--- config.mk ---
export PLATFORM = sky130hd
export DESIGN_NAME = lock_ctrl
export DESIGN_NICKNAME = d
export VERILOG_FILES = /design/src/rtl/lock_pkg.sv /design/src/rtl/lock_timer.sv /design/src/rtl/lock_ctrl.sv
export SDC_FILE = /design/constraint.sdc
export NUM_CORES = 1
export LEC_CHECK = 0
export BUFFER_PORTS_ARGS = -buffer_cell sky130_fd_sc_hd__buf_4
export CAP_MARGIN = 20
export CORE_ASPECT_RATIO = 0.8
export CORE_MARGIN = 4
export CORE_UTILIZATION = 50
export CTS_CLUSTER_SIZE = 25
export DETAILED_ROUTE_END_ITERATION = 8
export PLACE_DENSITY = 0.67
export SETUP_SLACK_MARGIN = 0.3
export SYNTH_ARGS = -nofsm -noshare
export SYNTH_HDL_FRONTEND = slang
export SYNTH_SLANG_ARGS = --single-unit
--- constraint.sdc ---
create_clock -name clk -period 5.05 [get_ports clk]
set_input_delay 0.2525 -clock clk [delete_from_list [all_inputs] [get_ports clk]]
set_output_delay 0.2525 -clock clk [all_outputs]
set_load 0.02 [all_outputs]
--- src/rtl/lock_pkg.sv ---
// Shared types and constants for the keypad lock controller.
// The code is eight hex digits; the first digit entered is the top nibble.
package lock_pkg;

    typedef enum logic [2:0] {
        ST_IDLE    = 3'd0,
        ST_ENTRY   = 3'd1,
        ST_OPEN    = 3'd2,
        ST_PROG    = 3'd3,
        ST_LOCKOUT = 3'd4,
        ST_ALARM   = 3'd5
    } state_t;

    localparam logic [4:0] KEY_START   = 5'd16;
    localparam logic [4:0] KEY_PROG    = 5'd17;
    localparam int         CODE_DIGITS = 8;

    // Digit idx is nibble [31-4*idx : 28-4*idx]; 7-idx equals ~idx in 3 bits.
    function automatic logic [3:0] code_nibble(input logic [31:0] code, input logic [2:0] idx);
        logic [31:0] sh;
        sh = code >> {~idx, 2'b00};
        return sh[3:0];
    endfunction

endpackage

--- src/rtl/lock_timer.sv ---
// Shared cycle timer: counts while enabled, clear has priority over counting.
// expire is high in the cycle where the count equals limit-1.
module lock_timer #(
    parameter int W = 8
) (
    input  logic         clk,
    input  logic         rst_n,
    input  logic         clear,
    input  logic         enable,
    input  logic [W-1:0] limit,
    output logic         expire
);

    logic [W-1:0] cnt_q, cnt_d;

    always_comb begin
        cnt_d = cnt_q;
        if (clear) begin
            cnt_d = '0;
        end else if (enable) begin
            cnt_d = cnt_q + 1'b1;
        end
    end

    always_ff @(posedge clk or negedge rst_n) begin
        if (!rst_n) begin
            cnt_q <= '0;
        end else begin
            cnt_q <= cnt_d;
        end
    end

    assign expire = enable && (cnt_q == limit - 1'b1);

endmodule

--- src/rtl/lock_ctrl.sv ---
// Keypad lock controller: code entry, unlock window, reprogramming, lockout and alarm.
// Every output is a flop, so a key strobe shows its effect one cycle later.
module lock_ctrl
    import lock_pkg::*;
#(
    parameter int          MAX_TRIES   = 3,
    parameter int          TIMEOUT_CYC = 500,
    parameter int          OPEN_CYC    = 200,
    parameter int          LOCKOUT_CYC = 1000,
    parameter logic [31:0] RESET_CODE  = 32'h12345678
) (
    input  logic       clk,
    input  logic       rst_n,
    input  logic       key_valid,
    input  logic [4:0] key,
    output logic       unlock,
    output logic       locked_out,
    output logic       alarm,
    output logic       prog_mode,
    output logic [3:0] digit_cnt,
    output logic [1:0] fail_cnt,
    output logic [2:0] state
);

    localparam int TMAX12 = (TIMEOUT_CYC > OPEN_CYC) ? TIMEOUT_CYC : OPEN_CYC;
    localparam int TMAX   = (TMAX12 > LOCKOUT_CYC) ? TMAX12 : LOCKOUT_CYC;
    localparam int TW     = $clog2(TMAX) + 1;
    localparam logic [1:0] MAX_F = 2'(MAX_TRIES);

    state_t        state_q, state_d;
    logic [31:0]   code_q, code_d;
    logic [27:0]   stage_q, stage_d;
    logic [3:0]    dcnt_q, dcnt_d;
    logic [1:0]    fail_q, fail_d;
    logic          strike_q, strike_d, mm_q, mm_d;
    logic          unlock_q, unlock_d, locked_out_q, locked_out_d;
    logic          alarm_q, alarm_d, prog_mode_q, prog_mode_d;

    logic          key_acc, is_start, is_prog, is_digit, last_digit, digit_miss;
    logic          key_clr, tmr_clr, tmr_en, tmr_exp;
    logic [TW-1:0] tmr_limit;

    assign key_acc    = key_valid && (key <= KEY_PROG);
    assign is_start   = key_acc && (key == KEY_START);
    assign is_prog    = key_acc && (key == KEY_PROG);
    assign is_digit   = key_acc && !key[4];
    assign last_digit = (dcnt_q == 4'(CODE_DIGITS - 1));
    assign digit_miss = mm_q || (key[3:0] != code_nibble(code_q, dcnt_q[2:0]));

    assign tmr_en    = (state_q == ST_ENTRY) || (state_q == ST_PROG) ||
                       (state_q == ST_OPEN)  || (state_q == ST_LOCKOUT);
    assign tmr_limit = (state_q == ST_OPEN)    ? TW'(OPEN_CYC) :
                       (state_q == ST_LOCKOUT) ? TW'(LOCKOUT_CYC) : TW'(TIMEOUT_CYC);
    assign tmr_clr   = key_clr || (state_d != state_q);

    lock_timer #(.W(TW)) u_timer (
        .clk    (clk),
        .rst_n  (rst_n),
        .clear  (tmr_clr),
        .enable (tmr_en),
        .limit  (tmr_limit),
        .expire (tmr_exp)
    );

    always_ff @(posedge clk or negedge rst_n) begin
        if (!rst_n) begin
            state_q      <= ST_IDLE;
            code_q       <= RESET_CODE;
            stage_q      <= '0;
            dcnt_q       <= '0;
            fail_q       <= '0;
            strike_q     <= 1'b0;
            mm_q         <= 1'b0;
            unlock_q     <= 1'b0;
            locked_out_q <= 1'b0;
            alarm_q      <= 1'b0;
            prog_mode_q  <= 1'b0;
        end else begin
            state_q      <= state_d;
            code_q       <= code_d;
            stage_q      <= stage_d;
            dcnt_q       <= dcnt_d;
            fail_q       <= fail_d;
            strike_q     <= strike_d;
            mm_q         <= mm_d;
            unlock_q     <= unlock_d;
            locked_out_q <= locked_out_d;
            alarm_q      <= alarm_d;
            prog_mode_q  <= prog_mode_d;
        end
    end

    // An accepted key is always tested before the timer, so it wins a same-cycle expiry.
    always_comb begin
        state_d  = state_q;
        code_d   = code_q;
        stage_d  = stage_q;
        dcnt_d   = dcnt_q;
        fail_d   = fail_q;
        strike_d = strike_q;
        mm_d     = mm_q;
        key_clr  = 1'b0;
        case (state_q)
            ST_IDLE: begin
                if (is_start) begin
                    state_d = ST_ENTRY;
                    dcnt_d  = '0;
                    mm_d    = 1'b0;
                end
            end
            ST_ENTRY: begin
                if (is_start) begin
                    dcnt_d  = '0;
                    mm_d    = 1'b0;
                    key_clr = 1'b1;
                end else if (is_digit) begin
                    key_clr = 1'b1;
                    dcnt_d  = dcnt_q + 4'd1;
                    mm_d    = digit_miss;
                    if (last_digit) begin
                        if (!digit_miss) begin
                            state_d  = ST_OPEN;
                            fail_d   = '0;
                            strike_d = 1'b0;
                        end else begin
                            if (fail_q != MAX_F) begin
                                fail_d = fail_q + 2'd1;
                            end
                            if (fail_d == MAX_F) begin
                                state_d = strike_q ? ST_ALARM : ST_LOCKOUT;
                            end else begin
                                state_d = ST_IDLE;
                            end
                        end
                    end
                end else if (tmr_exp) begin
                    state_d = ST_IDLE;
                end
            end
            ST_OPEN: begin
                if (is_start) begin
                    state_d = ST_IDLE;
                end else if (is_prog) begin
                    state_d = ST_PROG;
                    dcnt_d  = '0;
                    stage_d = '0;
                end else if (tmr_exp) begin
                    state_d = ST_IDLE;
                end
            end
            ST_PROG: begin
                if (is_start) begin
                    state_d = ST_IDLE;
                end else if (is_digit) begin
                    key_clr = 1'b1;
                    dcnt_d  = dcnt_q + 4'd1;
                    stage_d = {stage_q[23:0], key[3:0]};
                    if (last_digit) begin
                        code_d  = {stage_q, key[3:0]};
                        state_d = ST_IDLE;
                    end
                end else if (tmr_exp) begin
                    state_d = ST_IDLE;
                end
            end
            ST_LOCKOUT: begin
                if (tmr_exp) begin
                    state_d  = ST_IDLE;
                    fail_d   = '0;
                    strike_d = 1'b1;
                end
            end
            ST_ALARM: begin
                state_d = ST_ALARM;
            end
            default: begin
                state_d = ST_IDLE;
            end
        endcase
    end

    always_comb begin
        unlock_d     = (state_d == ST_OPEN);
        locked_out_d = (state_d == ST_LOCKOUT);
        alarm_d      = (state_d == ST_ALARM);
        prog_mode_d  = (state_d == ST_PROG);
    end

    assign unlock     = unlock_q;
    assign locked_out = locked_out_q;
    assign alarm      = alarm_q;
    assign prog_mode  = prog_mode_q;
    assign digit_cnt  = dcnt_q;
    assign fail_cnt   = fail_q;
    assign state      = state_q;

endmodule

Word-level counts from Yosys, hierarchy flattened
Cells that the tools add are included.
{"block": "classes", "n_mux": 56, "bitwise": 2, "addsub": 4, "n_eq_ne": 28, "order_cmp": 1, "shifts": 1, "reduce_logical": 23}
{"operator": "28-bit 2-to-1 mux", "count": 4}
{"operator": "28-bit one-hot mux with 2 select lines", "count": 1}
{"operator": "3-bit 2-to-1 mux", "count": 12}
{"operator": "32-bit by 5-bit right shift with 4-bit output", "count": 1}
{"operator": "4-bit 2-to-1 mux", "count": 6}
{"operator": "11-bit 2-to-1 mux", "count": 2}
{"operator": "2-bit 2-to-1 mux", "count": 11}
{"operator": "2-bit inequality test, second input constant", "count": 11}
{"operator": "10-bit 2-to-1 mux", "count": 2}
{"operator": "3-bit one-hot mux with 6 select lines", "count": 1}
{"operator": "4-bit one-hot mux with 4 select lines", "count": 1}
{"operator": "5-bit AND reduction", "count": 3}
{"operator": "3-bit by 2-bit equality test with 1-bit output, second input constant", "count": 4}
{"operator": "3-bit equality test, second input constant", "count": 4}
{"operator": "1-bit 2-to-1 mux", "count": 12}
{"operator": "11-bit by 1-bit adder with 11-bit output, second input constant", "count": 1}
{"operator": "11-bit equality test", "count": 1}
{"operator": "10-bit by 1-bit subtractor with 11-bit output, second input constant", "count": 1}
{"operator": "5-bit equality test, second input constant", "count": 2}
{"operator": "2-bit nonzero test", "count": 4}
{"operator": "1-bit one-hot mux with 2 select lines", "count": 3}
{"operator": "6-bit AND reduction", "count": 1}
{"operator": "5-bit <= comparator, second input constant", "count": 1}
{"operator": "1-bit logical AND", "count": 5}
{"operator": "17 further kinds", "count": 21}
{"block": "word_totals", "word_cells": 127, "out_inout_bits": 13, "regBits": 86, "in_bits": 8}

Depth between registers and ports, before layout
Gate-level depths: netlist of the first run.
{"block": "logic_depth", "word_depth": 19, "depth_mapped": 9, "mapped_depth_nobuf": 7}

Cells and area by module
Synthesis of the first run repeated with hierarchy kept, for this count alone.
{"block": "unflattened", "hier_cells": 440, "hier_area_um2": 4495.6}
{"module": "lock_ctrl", "cells_each": 339, "n_inst": 1, "seq_area_each_um2": 1893.1, "area_each_um2": 3597.2}
{"module": "lock_timer", "cells_each": 101, "n_inst": 1, "seq_area_each_um2": 275.3, "area_each_um2": 898.4}

Least setup slack after synthesis of the first run
No wires, ideal clock.
{"block": "synth_timing", "path_kind": "register to register", "start": "register state_q[2] (netlist: state[2])", "end": "register fail_q[0] (netlist: fail_cnt[0])", "path_slack_ns": 2.507, "t_required_ns": 4.925, "t_arrival_ns": 2.419, "path_stages_with_launch": 8, "period_less_slack_ns": 2.543, "setup_ns": 0.125, "n_path_buf": 1, "path_cell_list": "dfrtp_1 -> buf_6 -> or4b_1 -> o22a_1 -> o32a_1 -> or3_1 -> a21oi_1 -> mux2_2"}
{"block": "synth_between", "elab_chain_cells": 8, "elab_cells_between_ends": 19, "cone_classes": "add/sub: 1; eq/ne: 9; mux: 3; reduce/logical: 6"}
{"element": "start: declaration", "line": "lock_ctrl.sv:30", "rtl": "state_t state_q, state_d;"}
{"element": "start signal: assignment", "line": "lock_ctrl.sv:79", "rtl": "state_q <= state_d;"}
{"element": "3-bit equality test", "line": "lock_ctrl.sv:51, lock_ctrl.sv:53, lock_ctrl.sv:103"}
{"element": "10-bit 2-to-1 mux", "line": "lock_ctrl.sv:53", "rtl": "(state_q == ST_LOCKOUT) ? TW'(LOCKOUT_CYC) : TW'(TIMEOUT_CYC);"}
{"element": "10-bit 2-to-1 mux", "line": "lock_ctrl.sv:52", "rtl": "assign tmr_limit = (state_q == ST_OPEN) ? TW'(OPEN_CYC) :"}
{"element": "10-bit by 1-bit subtractor with 11-bit output", "line": "lock_timer.sv:33", "rtl": "assign expire = enable && (cnt_q == limit - 1'b1);"}
{"element": "11-bit equality test", "line": "lock_timer.sv:33"}
{"element": "1-bit logical AND", "line": "lock_timer.sv:33"}
{"element": "2-bit inequality test (no source line)"}
{"element": "5-bit AND reduction (no source line)"}
{"element": "end signal: assignment", "line": "lock_ctrl.sv:83", "rtl": "fail_q <= fail_d;"}
{"element": "end: declaration", "line": "lock_ctrl.sv:34", "rtl": "logic [1:0] fail_q, fail_d;"}
Parallel ways exist; a longest one is shown, timed or not.
A chain may end at the register's enable or synchronous reset.

Worst setup path in the final report of the first run
{"block": "layout_timing", "start": "register dcnt_q[0] (netlist: digit_cnt[0])", "end": "register u_timer.cnt_q[0]"}
{"block": "layout_between", "elab_chain_cells": 12, "elab_cells_between_ends": 17, "cone_classes": "eq/ne: 3; shift: 1; mux: 9; bitwise: 1; reduce/logical: 3"}
{"element": "start: declaration", "line": "lock_ctrl.sv:33", "rtl": "logic [3:0] dcnt_q, dcnt_d;"}
{"element": "start signal: assignment", "line": "lock_ctrl.sv:82", "rtl": "dcnt_q <= dcnt_d;"}
{"element": "3-bit NOT", "line": "lock_pkg.sv:21", "rtl": "sh = code >> {~idx, 2'b00};"}
{"element": "32-bit by 5-bit right shift with 4-bit output", "line": "lock_pkg.sv:21"}
{"element": "4-bit inequality test", "line": "lock_ctrl.sv:48", "rtl": "assign digit_miss = mm_q || (key[3:0] != code_nibble(code_q, dcnt_q[2:0]));"}
{"element": "1-bit logical OR", "line": "lock_ctrl.sv:48"}
{"element": "3-bit 2-to-1 mux", "line": "lock_ctrl.sv:121", "rtl": "if (!digit_miss) begin"}
{"element": "3-bit 2-to-1 mux", "line": "lock_ctrl.sv:120", "rtl": "if (last_digit) begin"}
{"element": "3-bit 2-to-1 mux", "line": "lock_ctrl.sv:116", "rtl": "end else if (is_digit) begin"}
{"element": "3-bit 2-to-1 mux", "line": "lock_ctrl.sv:112", "rtl": "if (is_start) begin"}
{"element": "3-bit one-hot mux with 6 select lines *", "line": "lock_ctrl.sv:103", "rtl": "case (state_q)"}
{"element": "3-bit inequality test *", "line": "lock_ctrl.sv:54", "rtl": "assign tmr_clr = key_clr || (state_d != state_q);"}
{"element": "1-bit logical OR *", "line": "lock_ctrl.sv:54"}
{"element": "11-bit 2-to-1 mux or 2-bit nonzero test (tied branches)"}
{"element": "end signal: assignment", "line": "lock_timer.sv:29", "rtl": "cnt_q <= cnt_d;"}
{"element": "end: declaration", "line": "lock_timer.sv:14", "rtl": "logic [W-1:0] cnt_q, cnt_d;"}
Every way passes the cells marked *; elsewhere a longest branch is shown, timed or not.

==> results.yml, run 1 <==
floorplanning:
  die_area_um2: 9970
  fp.dieW_um: 111
  start_util: 0.523
  fp-row-count: 29
  io_pins: 21
  die_y_um: 90.1
  core_um2: 8060
power:
  powerDensity_nw_per_um2: 330
  power_mw: 1.53
  leakage_nw: 1.98
  peakVddDrop_mv: 0.158
worst_setup_path:
  cp-end-kind: "flop"
  crit_path_start_kind: "flop"
  worst_ep_required_time_ps: 5260
  critPathMaxStageDelay_ps: 990
  path_cells: "mux2_2, o22ai_1, nor3_1, or3b_1, nor4_4, o31a_2, a311oi_1"
  worst_path_max_delay_cell: "dfrtp_1"
  rrSetupSlack_ps: 1860
  arrival_ps: 3400
  path_class: "reg2reg"
  reg2reg_from: "digit_cnt[0]$_DFFE_PN0P_"
  cp_max_fo: 20
  cp-startpoint: "digit_cnt[0]$_DFFE_PN0P_"
clocking:
  clkSinkCount: 86
  post-cts-setup-buffers: 0
  path_clk_slew_ps: 90
  cts_resized: 0
  clock_latency_ps: 370
  cts-buffers-inserted: 9
  cts_tree: "yes"
  h-tree-depth: 3
  clockBufferDepth: 2
  root_buffer: "clkbuf_8"
synth:
  synth-seq-cells: 86
  synth_cells: 399
  synth-edff-count: 0
  synthDistinctLibCells: 51
  synthArstFlopShare: 1.00
  netlist_area_um2: 4220
  synth-main-ff-cell: "dfrtp_1"
  yosysSeqAreaShare: 0.514
  syn-num-nets: 409
  yosysWarnings: 0
  avgSynthCellArea_um2: 10.6
timing:
  hold_viol: 0
  relSlewSlack: 0.353
  slew_viol_final: 0
  rsz0062_at_grt: "false"
  fin_skew_ps: 10.3
  tightestPinTransition_ps: 970
  max_freq_mhz: 314
  period_share: 0.632
  final.setup.worst_slack_ps: 1860
  tns_ps: 0
  setup_viol: 0
  finalCriticalPeriod_ps: 3190
detailed_routing:
  wl_met3_um: 393
  wl_mm: 8.41
  wl_met1_mm: 4.22
  highest_layer: "met4"
  avgRoutedWirePerCell_um: 15.9
  vias_per_cell: 5.62
  drt_iter0_markers: 105
  wl_met2_mm: 3.67
  drt_pass1_iterations: 4
  post-route-drc-count: 0
  drtAntennaViolNets: 0
  vias: 2968
placed_design:
  routabilityCongestion: 0.890
  pre_cts_slack_ps: 1880
  hpwl_mm: 5.61
  io_buffers: 20
min_path:
  hp-start: "key[1]"
  min_path_type: "in2reg"
grt:
  grt_max_degree: 66
  grt_first_pass_wirelength_mm: 14.2
  grt_pass1_vias: 2783
  antenna_found_initial: 0
  grt_usage: 0.175
  overflow: 0
run:
  cap_violations: 0
outcome:
  outcome: "completed"
finish:
  drive_gt1_frac: 0.252
  fillCellCount: 728
  nets: 425
  area_growth_syn_to_layout_pct: 10.0
  antennaDiodeCount: 0
-- through the flow --
stage / utilization / hold WS (ps) / cell area (um2) / std cells
4_1_cts: 0.576 / 157 / 4640 / 528
3_3_place_gp: 0.548 / 155 / 4420 / 511
5_1_grt: 0.576 / 157 / 4640 / 528
2_1_floorplan: - / -43.1 / 4220 / 399
6_report: 0.576 / 162 / 4640 / 528
3_5_place_dp: 0.548 / 162 / 4420 / 511
-- synthesized netlist by cell type (2+ instances only) --
cell type  number  area share
o21a_1          3      0.0053
inv_1           6      0.0053
nand3_1         9       0.011
xor2_1          8       0.017
a21oi_1         4      0.0047
or2_2           3      0.0045
mux2i_1        10       0.024
nand2_1        75       0.067
or4b_1          2      0.0047
clkbuf_1       12       0.011
o22ai_1         4      0.0059
a221oi_1        2      0.0042
dfstp_2        13       0.081
nor3_1          5      0.0059
nand2b_1        8       0.012
mux2_2         41        0.11
xnor2_1        10       0.021
nor2b_1         5      0.0074
or4_1           2      0.0036
dfrtp_1        73        0.43
buf_2           2      0.0024
ha_1            2      0.0059
o221a_2         2      0.0053
a311oi_1        9       0.019
nor2_1         26       0.023
nand4_1         3      0.0045
buf_6           2      0.0053
buf_4           2      0.0036
o32a_1          2      0.0047
o21ai_0        33       0.039
-- worst paths after layout --
kind	cells after the start	endpoint
setup / recovery	7	u_timer.cnt_q[0]$_DFFE_PN0P_
hold / removal	3	stage_q[1]$_DFFE_PN0P_
setup reg to reg	7	u_timer.cnt_q[0]$_DFFE_PN0P_
hold reg to reg	2	stage_q[27]$_DFFE_PN0P_
max in group asynchronous	3	stage_q[15]$_DFFE_PN0P_
min in group asynchronous	2	u_timer.cnt_q[9]$_DFFE_PN0P_
-- cells in the final DEF (no fill, tap or decap), types with 6 or more instances in the layout --
cell / n
buf_4: 24
o21ai_0: 33
xnor2_1: 10
mux2i_1: 10
dfrtp_1: 73
nand3_1: 9
nand2_1: 75
dfstp_2: 13
xor2_1: 8
clkbuf_8: 11
nand2b_1: 8
inv_1: 6
mux2_2: 41
a311oi_1: 9
nor2_1: 25
-- critical path: cells and delay by family (launching register included) --
family,cells,cell delay (ps)
AOI/OAI and AO/OA,3,630
DFF,1,990
muxes,1,410
and+or+nand+nor,3,990
-- flip-flops by register name (all words and copies together) (netlist names) --
signal         count
code_q            32
stage_q           28
u_timer.cnt_q     11
digit_cnt          4
state              3
fail_cnt           2
alarm              1
locked_out         1
mm_q               1
prog_mode          1
strike_q           1
unlock             1
-- cell families after synthesis --
kind of cell,synth area share
adder cells (fa/ha/maj),0.00594
AND/OR/NAND/NOR,0.164
XOR/XNOR,0.0374
multiplexers,0.133
buffers and inverters,0.0329
flip-flops,0.514
AO/OA/AOI/OAI,0.112
-- layer usage --
layer,global-route usage,vias to the layer above
li1,-,1431
met1,0.262,1465
met2,0.247,61
met3,0.0463,11
met4,0.0564,0
met5,0,-
-- report_power, final --
| part | internal [mW] | leakage (nW) | switching, mW |
|---|---|---|---|
| logic | 0.104 | 0.760 | 0.105 |
| registers | 0.737 | 1.11 | 0.0797 |
| clock network | 0.258 | 0.103 | 0.247 |
-- cell type report --
| type | count | area [um2] | area share |
|---|---|---|---|
| Clock inverter | 4 | 55.1 | 0.0119 |
| Tap cell | 108 | 135 | 0.0291 |
| Clock buffer | 12 | 155 | 0.0335 |
| Sequential cell | 86 | 2170 | 0.468 |
| Inverter | 6 | 22.5 | 0.00486 |
| Multi-Input combinational cell | 287 | 1910 | 0.412 |
| Timing Repair Buffer | 25 | 190 | 0.0410 |
-- repair_timing --
| item | CTS | global route |
|---|---|---|
| endpoints found under the setup margin | 0 | 0 |
| endpoints found under the hold margin | 21 | 0 |
| hold buffers | 1 | 0 |
Power figures use the tool's default switching activity.
==> run 2: changes to the inputs <==
Settings changed: PLACE_DENSITY 0.67 to 0.7.
Clock period 5.05 ns to 2.92 ns, I/O delays scaled along.
==> run 2 against run 1 <==
Core utilization is 2.4 points higher. Combinational power is 130% higher. Routed wire length is 7.7% higher. Global-route usage is 0.62 points higher. Clock skew is 3.2 ps lower. Critical endpoint is now fail_cnt[0]$_DFFE_PN0P_. Register-to-register slack worse by 1500 ps. Non-clock buffer count is 15 higher. Via count is 1.4% higher. Final area is 4.2% higher. Critical path type unchanged. Power is 76% higher.
==> results.yml, run 2 (synthesized netlist as in run 1, its figures left out) <==
detailed_routing:
  drt_iter0_markers: 143
  wl_mm: 9.06
  drtAntennaViolNets: 0
  avgRoutedWirePerCell_um: 16.7
  vias_per_cell: 5.55
  drt_pass1_iterations: 4
  post-route-drc-count: 0
  vias: 3011
finish:
  top_regs: "code_q x32, stage_q x28, u_timer.cnt_q x11"
  nets: 440
  fillCellCount: 711
  final_common_cell: "nand2_1"
  regMostFlops: "code_q"
  drive_gt1_frac: 0.308
  largest_reg_flops: 32
  area_growth_syn_to_layout_pct: 14.6
  fin_cells: 543
  final_cell_mix: "nand2_1, dfrtp_1, mux2_2"
  utilization: 0.600
  antennaDiodeCount: 0
worst_setup_path:
  critPathBufInv: 0
  worst_ep_required_time_ps: 3160
  cp_max_fo: 10
  path_class: "reg2reg"
  cp-end-kind: "flop"
  critPathMaxStageDelay_ps: 620
  path_cells: "and4bb_1, a41oi_1, or4_1, or3_1, a21oi_2, mux2_2"
  crit_path_start_kind: "flop"
  worst_path_max_delay_cell: "or4_1"
  critPathTopFamily: "simple AND/OR/NAND/NOR gates"
  arrival_ps: 2780
power:
  powerDensity_nw_per_um2: 558
  power_mw: 2.69
  leakage_nw: 2.07
  peakVddDrop_mv: 0.249
grt:
  grt_pass1_vias: 2873
  overflow: 0
  antenna_found_initial: 0
  grt_usage: 0.181
  grt_max_degree: 87
  grt_first_pass_wirelength_mm: 14.7
run:
  cap_violations: 0
timing:
  period_share: 0.871
  setup_viol: 0
  relSlewSlack: 0.585
  rsz0062_at_grt: "false"
  tns_ps: 0
  max_freq_mhz: 393
  fin_skew_ps: 7.16
  finalCriticalPeriod_ps: 2540
  tightestPinTransition_ps: 618
  hold_viol: 0
  slew_viol_final: 0
floorplanning:
  core_um2: 8060
  io_pins: 21
  die_area_um2: 9970
  die_y_um: 90.1
  fp.dieW_um: 111
  fp-row-count: 29
  start_util: 0.523
placed_design:
  routabilityCongestion: 0.865
  dp_cells: 515
  io_buffers: 20
  hpwl_mm: 5.69
clocking:
  cts-buffers-inserted: 9
  h-tree-depth: 3
  path_clk_slew_ps: 80
  root_buffer: "clkbuf_8"
  clkSinkCount: 86
  clock_latency_ps: 350
  clockBufferDepth: 2
  cts_tree: "yes"
min_path:
  min_path_type: "in2reg"
outcome:
  outcome: "completed"
run 2: changes by cell type in the layout (fill, tap and decap cells not counted), moves of 2 or more:
cell	delta
clkinv_2	+2
mux2i_1	-2
mux2i_2	+2
clkinv_4	-2
dfrtp_2	+2
buf_6	+4
dfrtp_1	-2
buf_4	+9
run 2: routing by layer:
metal | GRT usage | wire [um] | part of all wire | vias up
li1 | - | - | - | 1456
met1 | 0.280 | 4550 | 0.50 | 1482
met2 | 0.253 | 3970 | 0.44 | 61
met3 | 0.0416 | 389 | 0.043 | 12
met4 | 0.0554 | 140 | 0.015 | 0
met5 | 0 | 0 | 0 | -
run 2: final cells by class:
class	instances	area [um2]	share of cell area
Tap cell	108	135	0.0280
Sequential cell	86	2170	0.449
Timing Repair Buffer	40	335	0.0694
Clock buffer	11	141	0.0293
Clock inverter	5	56.3	0.0117
Multi-Input combinational cell	287	1970	0.408
Inverter	6	22.5	0.00466
run 2: metrics by stage:
step	area (um2)	hold WS (ps)	setup WS, ps
after detailed placement	4450	415	280
after global routing	4830	54.2	249
after global placement	4450	404	339
after floorplan	4220	-150	377
after CTS	4650	16.7	333
final	4830	76.4	376
run 2: final timing paths:
kind | from | endpoint | slack [ps] | depth (start not counted)
setup / recovery | state[0]$_DFF_PN0_ | fail_cnt[0]$_DFFE_PN0P_ | 380 | 6
hold / removal | key[2] | code_q[2]$_DFFE_PN0P_ | 80 | 2
setup reg to reg | state[0]$_DFF_PN0_ | fail_cnt[0]$_DFFE_PN0P_ | 380 | 6
hold reg to reg | stage_q[25]$_DFFE_PN0P_ | stage_q[25]$_DFFE_PN0P_ | 480 | 2
max in group asynchronous | rst_n | code_q[14]$_DFFE_PN1P_ | 2060 | 3
min in group asynchronous | rst_n | u_timer.cnt_q[3]$_DFFE_PN0P_ | 190 | 2
run 2: worst reg2reg max path, delay by kind of cell, from the launching register on:
| kind | cells | cell delay, ps |
|---|---|---|
| AOI/OAI and AO/OA | 2 | 260 |
| DFF | 1 | 540 |
| and+or+nand+nor | 3 | 1290 |
| muxes | 1 | 350 |
run 2: repair_timing:
item	4_1_cts	5_1_grt
hold buffers	0	1
pin swaps	1	6
setup endpoints to repair	9	15
resized for setup	1	19
setup buffers	0	9
hold endpoints to repair	0	15
cloned	0	1
run 2: power breakdown:
group          leakage, nW  total, mW  switching [mW]  internal [mW]
combinational        0.858      0.477           0.243          0.235
sequential            1.11       1.38           0.105           1.28
clock               0.0997      0.836           0.417          0.419
